File: src/rtl/riscv_pkg.sv
// Shared fetch-stage types and constants for the instruction fetch unit.
package riscv_pkg;

    typedef struct packed {
        logic [31:0] pc;
        logic [31:0] instr;
    } fetch_entry_t;

    localparam int          INSTR_BYTES      = 4;
    localparam logic [31:0] DEFAULT_RESET_PC = 32'h0000_0000;

    // Sequential PC; wraps modulo 2^32.
    function automatic logic [31:0] pc_next(input logic [31:0] pc);
        return pc + 32'(INSTR_BYTES);
    endfunction

endpackage

File: src/rtl/fetch_fifo.sv
// Small circular fetch buffer with synchronous active-low reset and flush.
// Flush wins over push; the entry type is a parameter.
module fetch_fifo
    import riscv_pkg::*;
#(
    parameter int  DEPTH   = 2,
    parameter type entry_t = fetch_entry_t,
    localparam int PTR_W   = (DEPTH > 1) ? $clog2(DEPTH) : 1,
    localparam int CNT_W   = $clog2(DEPTH + 1)
) (
    input  logic             clk,
    input  logic             rst_n,
    input  logic             push,
    input  logic             pop,
    input  logic             flush,
    input  entry_t           wdata,
    output entry_t           rdata,
    output logic [CNT_W-1:0] count,
    output logic             full,
    output logic             empty
);

    entry_t           r_mem [DEPTH];
    logic [PTR_W-1:0] r_wr_ptr;
    logic [PTR_W-1:0] r_rd_ptr;
    logic [CNT_W-1:0] r_count;
    logic             w_do_push;
    logic             w_do_pop;

    always_comb begin
        w_do_pop  = pop && !empty;
        w_do_push = push && (!full || w_do_pop);
    end

    always_ff @(posedge clk) begin
        if (!rst_n || flush) begin
            r_wr_ptr <= {PTR_W{1'b0}};
            r_rd_ptr <= {PTR_W{1'b0}};
            r_count  <= {CNT_W{1'b0}};
        end else begin
            if (w_do_push) begin
                r_wr_ptr <= r_wr_ptr + PTR_W'(1);
            end
            if (w_do_pop) begin
                r_rd_ptr <= r_rd_ptr + PTR_W'(1);
            end
            case ({w_do_push, w_do_pop})
                2'b10:   r_count <= r_count + CNT_W'(1);
                2'b01:   r_count <= r_count - CNT_W'(1);
                default: r_count <= r_count;
            endcase
        end
    end

    // Storage needs no reset: nothing is visible until count says so.
    always_ff @(posedge clk) begin
        if (w_do_push && !flush) begin
            r_mem[r_wr_ptr] <= wdata;
        end
    end

    assign rdata = r_mem[r_rd_ptr];
    assign count = r_count;
    assign full  = (r_count == CNT_W'(DEPTH));
    assign empty = (r_count == {CNT_W{1'b0}});

endmodule

File: src/rtl/instr_fetch_unit.sv
// PC register and fetch buffer feeding decode over valid/ready.
// Optional misaligned-redirect fault state under IFU_MISALIGN_CHECK_EN.
module instr_fetch_unit
    import riscv_pkg::*;
#(
    parameter logic [31:0] RESET_PC   = DEFAULT_RESET_PC,
    parameter int          FIFO_DEPTH = 2,
    localparam int         CNT_W      = $clog2(FIFO_DEPTH + 1)
) (
    input  logic        clk,
    input  logic        rst_n,
    output logic [31:0] imem_addr,
    input  logic [31:0] imem_data,
    input  logic        redirect_valid,
    input  logic [31:0] redirect_pc,
    output logic        out_valid,
    input  logic        out_ready,
    output logic [31:0] out_pc,
    output logic [31:0] out_instr,
    output logic        fetch_fault
);

    logic [31:0]      r_pc;
    logic             w_halted;
    logic [31:0]      w_target;
    logic             w_pop;
    logic             w_push;
    fetch_entry_t     w_wdata;
    fetch_entry_t     w_head;
    logic [CNT_W-1:0] w_count_unused;
    logic             w_full;
    logic             w_empty;

`ifdef IFU_MISALIGN_CHECK_EN
    logic r_fault;

    always_ff @(posedge clk) begin
        if (!rst_n) begin
            r_fault <= 1'b0;
        end else if (redirect_valid) begin
            r_fault <= (redirect_pc[1:0] != 2'b00);
        end else begin
            r_fault <= r_fault;
        end
    end

    assign w_halted    = r_fault;
    assign w_target    = redirect_pc;
    assign fetch_fault = r_fault;
`else
    assign w_halted    = 1'b0;
    assign w_target    = redirect_pc & 32'hFFFF_FFFC;
    assign fetch_fault = 1'b0;
`endif

    // A redirect flushes the buffer, so any fetch in the same cycle is dropped.
    always_comb begin
        w_pop         = !w_empty && out_ready;
        w_push        = !redirect_valid && !w_halted && (!w_full || w_pop);
        w_wdata.pc    = r_pc;
        w_wdata.instr = imem_data;
    end

    always_ff @(posedge clk) begin
        if (!rst_n) begin
            r_pc <= RESET_PC;
        end else if (redirect_valid) begin
            r_pc <= w_target;
        end else if (w_push) begin
            r_pc <= pc_next(r_pc);
        end else begin
            r_pc <= r_pc;
        end
    end

    fetch_fifo #(
        .DEPTH   (FIFO_DEPTH),
        .entry_t (fetch_entry_t)
    ) u_fifo (
        .clk   (clk),
        .rst_n (rst_n),
        .push  (w_push),
        .pop   (w_pop),
        .flush (redirect_valid),
        .wdata (w_wdata),
        .rdata (w_head),
        .count (w_count_unused),
        .full  (w_full),
        .empty (w_empty)
    );

    assign imem_addr = r_pc;
    assign out_valid = !w_empty;
    assign out_pc    = w_head.pc;
    assign out_instr = w_head.instr;

endmodule
File: config.mk
export PLATFORM = sky130hd
export DESIGN_NAME = instr_fetch_unit
export DESIGN_NICKNAME = d
export VERILOG_FILES = /design/src/rtl/riscv_pkg.sv /design/src/rtl/fetch_fifo.sv /design/src/rtl/instr_fetch_unit.sv
export SDC_FILE = /design/constraint.sdc
export NUM_CORES = 1
export LEC_CHECK = 0
export ABC_AREA = 1
export BUFFER_PORTS_ARGS = -buffer_cell sky130_fd_sc_hd__buf_4
export CORE_UTILIZATION = 60
export CTS_BUF_LIST = sky130_fd_sc_hd__clkbuf_4
export DETAILED_ROUTE_END_ITERATION = 10
export GPL_TIMING_DRIVEN = 0
export PLACE_DENSITY = 0.95
export SLEW_MARGIN = 40
export SYNTH_ARGS = -nofsm -noshare
export SYNTH_HDL_FRONTEND = slang
export SYNTH_SLANG_ARGS = --single-unit
File: constraint.sdc
create_clock -name clk -period 7.68 [get_ports clk]
set_clock_uncertainty 0.1 [all_clocks]
set_input_delay 0.768 -clock clk [delete_from_list [all_inputs] [get_ports clk]]
set_output_delay 0.768 -clock clk [all_outputs]
set_load 0.02 [all_outputs]
==> metrics.yaml, run 1 <==
cts.sinks: 159
dieArea_um2: 12100
htree_levels: 4
critPathLaunchType: "flop"
start_util: 0.613
grt_pass1_vias: 4933
syn-cell-area_um2: 6970
power.share.clock: 0.303
crit_chain: "clkbuf_1 -> buf_2 -> mux2_2 -> buf_4"
synth_cell_types: 36
clock.fmax_mhz: 331
status: "complete, no violations"
synthFlopType: "edfxtp_1"
wl_per_cell_um: 17.3
slew_viol_final: 0
seqCellArea_um2: 4420
fin_hold_ws_ps: 298
switching_share: 0.260
wl_um: 16300
gp_congestion: 0.979
post-route-min-period_ps: 3020
port_buffers: 158
postCtsHoldBufs: 0
antenna_found_initial: 0
power_switching_uw: 458
intPower_uw: 1310
finalSetupTns_ps: 0
num_rows: 39
multiInputGateArea_um2: 2250
clk_path_buf_depth: 2
endpoint_kind: "output pin"
comb_power_share: 0.130
grt_max_degree: 22
r2r_end: "u_fifo.r_mem[0][50]$_DFFE_PP_"
p_leak_uw: 0.00346
post-cts-setup-buffer-count: 0
holdPathEnd: "u_fifo.r_mem[0][3]$_DFFE_PP_"
seq_area_frac_synth: 0.634
r2r_setup_slack_ps: 5540
diodes: 0
layout_common_cells: "buf_4, nand2_1, edfxtp_1"
drt_iter0_drc: 441
reg2regPathDepth: 6
rsz0062_at_grt: "no"
p_per_area_nw_per_um2: 201
worst_slew_pin_slew_ps: 738
hold_viol: 0
areaGrowthSynthToFinish_pct: 26.0
ys_ff_latch: 159
fin_crit_sh: 0.393
path_clk_slew_ps: 150
cp.arrival_ps: 2150
die_w_um: 110
place_hpwl_um: 12000
hp-class: "input port to flop"
synth_cells: 600
cts-root-buf: "clkbuf_4"
ant_nets: 0
final_common_cell: "buf_4"
viasPerCell: 5.48
hp-start: "imem_data[3]"
async_flop_share: 0
grtUsageTotal: 0.277
synth_warnings: 0
ir_drop_mv: 0.108
dr.pass1.iters: 6
maxSlewHeadroom: 0.508
cts-resized-gates: 0
setup_viol: 0
synth-edff-count: 124
cts_tree: "done"
route.detailed.drc: 0
vias: 5164
io_pins: 166
die_h_um: 110
reg2reg_from: "u_fifo.count[0]$_SDFFE_PP0P_"
drv_cap: 0
criticalPathCategory: "flop to output pin"
slowest_delay_ps: 380
p_seq_frac: 0.567
cp_slowest_cell: "clkbuf_1"
core_um2: 11400
final_nets: 857
clock_latency_ps: 540
final_layout_size_suffix_gt1_frac: 0.399
grt-ovfl-total: 0
whs_path_depth: 1
grt_pass1_wl_um: 24700
worstPathRequired_ps: 6810
avgSynthCellArea_um2: 11.6
cp_max_fo: 10
cts-buffers-inserted: 17
fillCellCount: 698
[worst max path at each step]
stage,startpoint,end,depth (start not counted)
CTS,flop,out_pc[14],4
detailed placement,redirect_valid,u_fifo.r_mem[0][52]$_DFFE_PP_,6
floorplan,out_ready,u_fifo.r_mem[0][0]$_DFFE_PP_,4
global placement,redirect_valid,u_fifo.r_mem[0][54]$_DFFE_PP_,4
finish,flop,out_pc[14],4
global route,flop,out_pc[14],4
[worst max-delay path: cells and delay by family (launching register included)]
kind	cells	cell delay (ps)
mux	1	380
buf+inv	3	910
flops	1	330
[synth_stat cells, types with 4 or more instances]
| library cell | n | area [µm²] |
|---|---|---|
| a21oi_1 | 24 | 120 |
| a21oi_2 | 8 | 70.1 |
| a22o_1 | 4 | 35.0 |
| a31oi_1 | 6 | 37.5 |
| buf_2 | 9 | 45.0 |
| buf_4 | 7 | 52.6 |
| dfxtp_1 | 35 | 701 |
| edfxtp_1 | 124 | 3720 |
| inv_1 | 47 | 176 |
| inv_2 | 5 | 18.8 |
| mux2_2 | 62 | 698 |
| nand2_1 | 134 | 503 |
| nand3_1 | 22 | 110 |
| nor2_1 | 42 | 158 |
| nor2_2 | 7 | 43.8 |
| o21ai_0 | 16 | 80.1 |
| o21ai_1 | 4 | 20.0 |
| o21ai_2 | 6 | 52.6 |
| xor2_1 | 6 | 52.6 |
[power groups by stage]
stage / sequential, µW / combinational [µW] / clock (µW)
global route: 1000 / 246 / 572
CTS: 999 / 230 / 537
global placement: 1020 / 214 / 0
detailed placement: 1020 / 229 / 0
floorplan: 1020 / 112 / 0
finish: 1000 / 229 / 535
[area by class of cell]
cell class / count / share of cell area
Buffer: 20 / 0.0137
Clock buffer: 17 / 0.0145
Multi-Input combinational cell: 371 / 0.256
Inverter: 54 / 0.0234
Tap cell: 143 / 0.0204
Clock inverter: 15 / 0.0208
Timing Repair Buffer: 164 / 0.147
Sequential cell: 159 / 0.504
[registers in the layout, indices dropped and copies added, names as in the netlist, named ones only]
signal           count
u_fifo.r_mem       124
imem_addr           30
u_fifo.count         2
u_fifo.r_rd_ptr      1
u_fifo.r_wr_ptr      1
[routing by layer]
metal / up-vias / track usage / share of wire
li1: 2423 / - / -
met1: 2463 / 0.341 / 0.39
met2: 246 / 0.467 / 0.50
met3: 32 / 0.0717 / 0.082
met4: 0 / 0.108 / 0.024
met5: - / 0 / 0
[metrics by stage]
step	utilization	instances	area [µm²]	power, µW	setup slack [ps]
global route	0.773	943	8790	1820	4540
floorplan	-	604	6990	1130	3460
global placement	0.735	905	8350	1230	2050
finish	0.773	943	8790	1760	4660
CTS	0.773	943	8790	1770	4610
detailed placement	0.745	911	8480	1250	5100
[logic make-up after synthesis]
kind of cell             synth area share
multiplexers                        0.100
flip-flops                          0.634
AO/OA/AOI/OAI                      0.0617
adder cells (fa/ha/maj)           0.00359
XOR/XNOR                          0.00754
other                            0.000538
buffers and inverters              0.0467
AND/OR/NAND/NOR                     0.145
No activity file was read; power rests on OpenSTA's default activity.
==> inputs of run 2 (changes only) <==
CORE_UTILIZATION = 56   (was 60)
PLACE_DENSITY = 0.9   (was 0.95)
clock period = 3.1 ns   (was 7.68 ns; I/O delays follow)
==> metrics.yaml, run 2 (synthesis gave the netlist of run 1 again) <==
cts-resized-gates: 0  # unchanged
p_seq_frac: 0.561  # -0.006
slowest_delay_ps: 390  # about the same
rsz0062_at_grt: "no"
intPower_uw: 3280  # +150%
grt_pass1_vias: 5555  # +13%
viasPerCell: 5.23  # -4.5%
cts_tree: "done"
final_layout_size_suffix_gt1_frac: 0.368  # -0.0308
layout_common_cells: "buf_4, nand2_1, edfxtp_1"
crit_chain: "clkbuf_1 -> buf_2 -> mux2_2 -> buf_4"
clk_path_buf_depth: 2  # unchanged
io_pins: 166  # unchanged
dr.pass1.iters: 6  # unchanged
grt-ovfl-total: 0  # unchanged
clock.fmax_mhz: 395
cp_slowest_cell: "mux2_2"
cts.sinks: 159  # unchanged
final_nets: 924  # +7.8%
slew_viol_final: 0  # unchanged
ant_nets: 0  # unchanged
top_register: "u_fifo.r_mem"
endpoint_kind: "output pin"
fillCellCount: 684  # -2.0%
maxSlewHeadroom: 0.553  # +0.0450
die_h_um: 114  # +3.4%
critPathLaunchType: "flop"
whs_path_depth: 4  # +3
finalSetupTns_ps: 0  # unchanged
reg2regPathDepth: 10  # +4
cts-root-buf: "clkbuf_4"
place_hpwl_um: 11900  # -0.71%
hp-class: "input port to flop"
areaGrowthSynthToFinish_pct: 36.3
status: "complete, no violations"
clock_latency_ps: 560  # +20 ps
wl_per_cell_um: 17.1  # -1.3%
worstPathRequired_ps: 2690  # -4120 ps
setup_viol: 0  # unchanged
port_buffers: 158  # unchanged
gp_congestion: 0.918  # -6.3%
htree_levels: 4  # unchanged
final_common_cell: "buf_4"
grtUsageTotal: 0.286  # +0.00903
ir_drop_mv: 0.219  # +100%
start_util: 0.578  # -0.0352
comb_power_share: 0.147  # +0.017
route.detailed.drc: 0  # unchanged
grt_pass1_wl_um: 27700  # +12%
antenna_found_initial: 0  # unchanged
num_rows: 40  # +2.6%
vias: 5414  # +4.8%
core_um2: 12100  # +6.1%
diodes: 0  # unchanged
largest_reg_flops: 124  # unchanged
dieArea_um2: 12900  # +7.0%
final_util: 0.788  # +0.0152
power.share.clock: 0.292  # -0.011
post-route-min-period_ps: 2530
p_per_area_nw_per_um2: 464  # +130%
cp_max_fo: 10  # unchanged
grt_max_degree: 21  # -4.5%
cp.arrival_ps: 2120  # -30 ps
die_w_um: 114  # +3.4%
hold_viol: 0  # unchanged
wl_um: 17700  # +8.3%
cts-buffers-inserted: 17  # unchanged
p_leak_uw: 0.00376  # +8.5%
power_switching_uw: 1140  # +150%
criticalPathCategory: "flop to output pin"
fin_crit_sh: 0.816
drt_iter0_drc: 483  # +9.5%
path_clk_slew_ps: 130  # -20 ps
drv_cap: 0  # unchanged
worst_slew_pin_slew_ps: 671  # -67.5 ps
switching_share: 0.257  # -0.00236
run 2: worst max-delay path: cells and delay by family (launching register included):
family                 cells  cell delay (ps)
flip-flops                 1              330
buffers and inverters      3              840
multiplexers               1              390
run 2: worst paths after layout:
path                                              startpoint                            to  slack [ps]
worst max-delay path                                    flop                  out_instr[2]         570
worst min register to register  u_fifo.r_rd_ptr$_SDFFE_PP0P_  u_fifo.r_rd_ptr$_SDFFE_PP0P_         400
worst min-delay path                         redirect_pc[15]    imem_addr[15]$_SDFFE_PN0P_          30
worst max register to register     imem_addr[3]$_SDFFE_PN0P_    imem_addr[22]$_SDFFE_PN0P_         670
run 2: repair_timing:
action	4_1_cts	5_1_grt
hold buffers	65	0
buffers inserted	0	0
hold endpoints to repair	92	0
run 2: power by group through the flow:
stage	clock [µW]	sequential [µW]	combinational [µW]
after CTS	1290	2470	642
after global routing	1390	2490	691
final	1290	2480	650
after global placement	0	2520	531
after floorplan	0	2530	279
after detailed placement	0	2520	572
run 2: routing by layer:
| metal | global-route usage | wire length [µm] | vias up |
|---|---|---|---|
| li1 | - | - | 2565 |
| met1 | 0.328 | 6910 | 2541 |
| met2 | 0.506 | 8990 | 257 |
| met3 | 0.0654 | 1210 | 51 |
| met4 | 0.140 | 556 | 0 |
| met5 | 0 | 0 | - |
run 2: layout make-up:
class                   instances  area [µm²]  share of cell area
flip-flops and latches        159        4420               0.466
repair buffers                231        1990               0.210
clock inverters                15         169              0.0178
inverters                      54         205              0.0216
clock buffers                  17         128              0.0134
well taps                     168         210              0.0221
multi-input cells             371        2250               0.237
plain buffers                  20         120              0.0126
run 2: stage by stage:
step                      hold slack, ps  worst slack, ps  area (µm²)  total power, µW  std cells
after CTS                           2.73              507        9500             4410       1035
after global placement               369             -627        8390             3050        930
after global routing                13.8              453        9500             4560       1035
final                               34.5              570        9500             4410       1035
after detailed placement             384             1080        8560             3090        938
after floorplan                      309              288        6990             2800        604
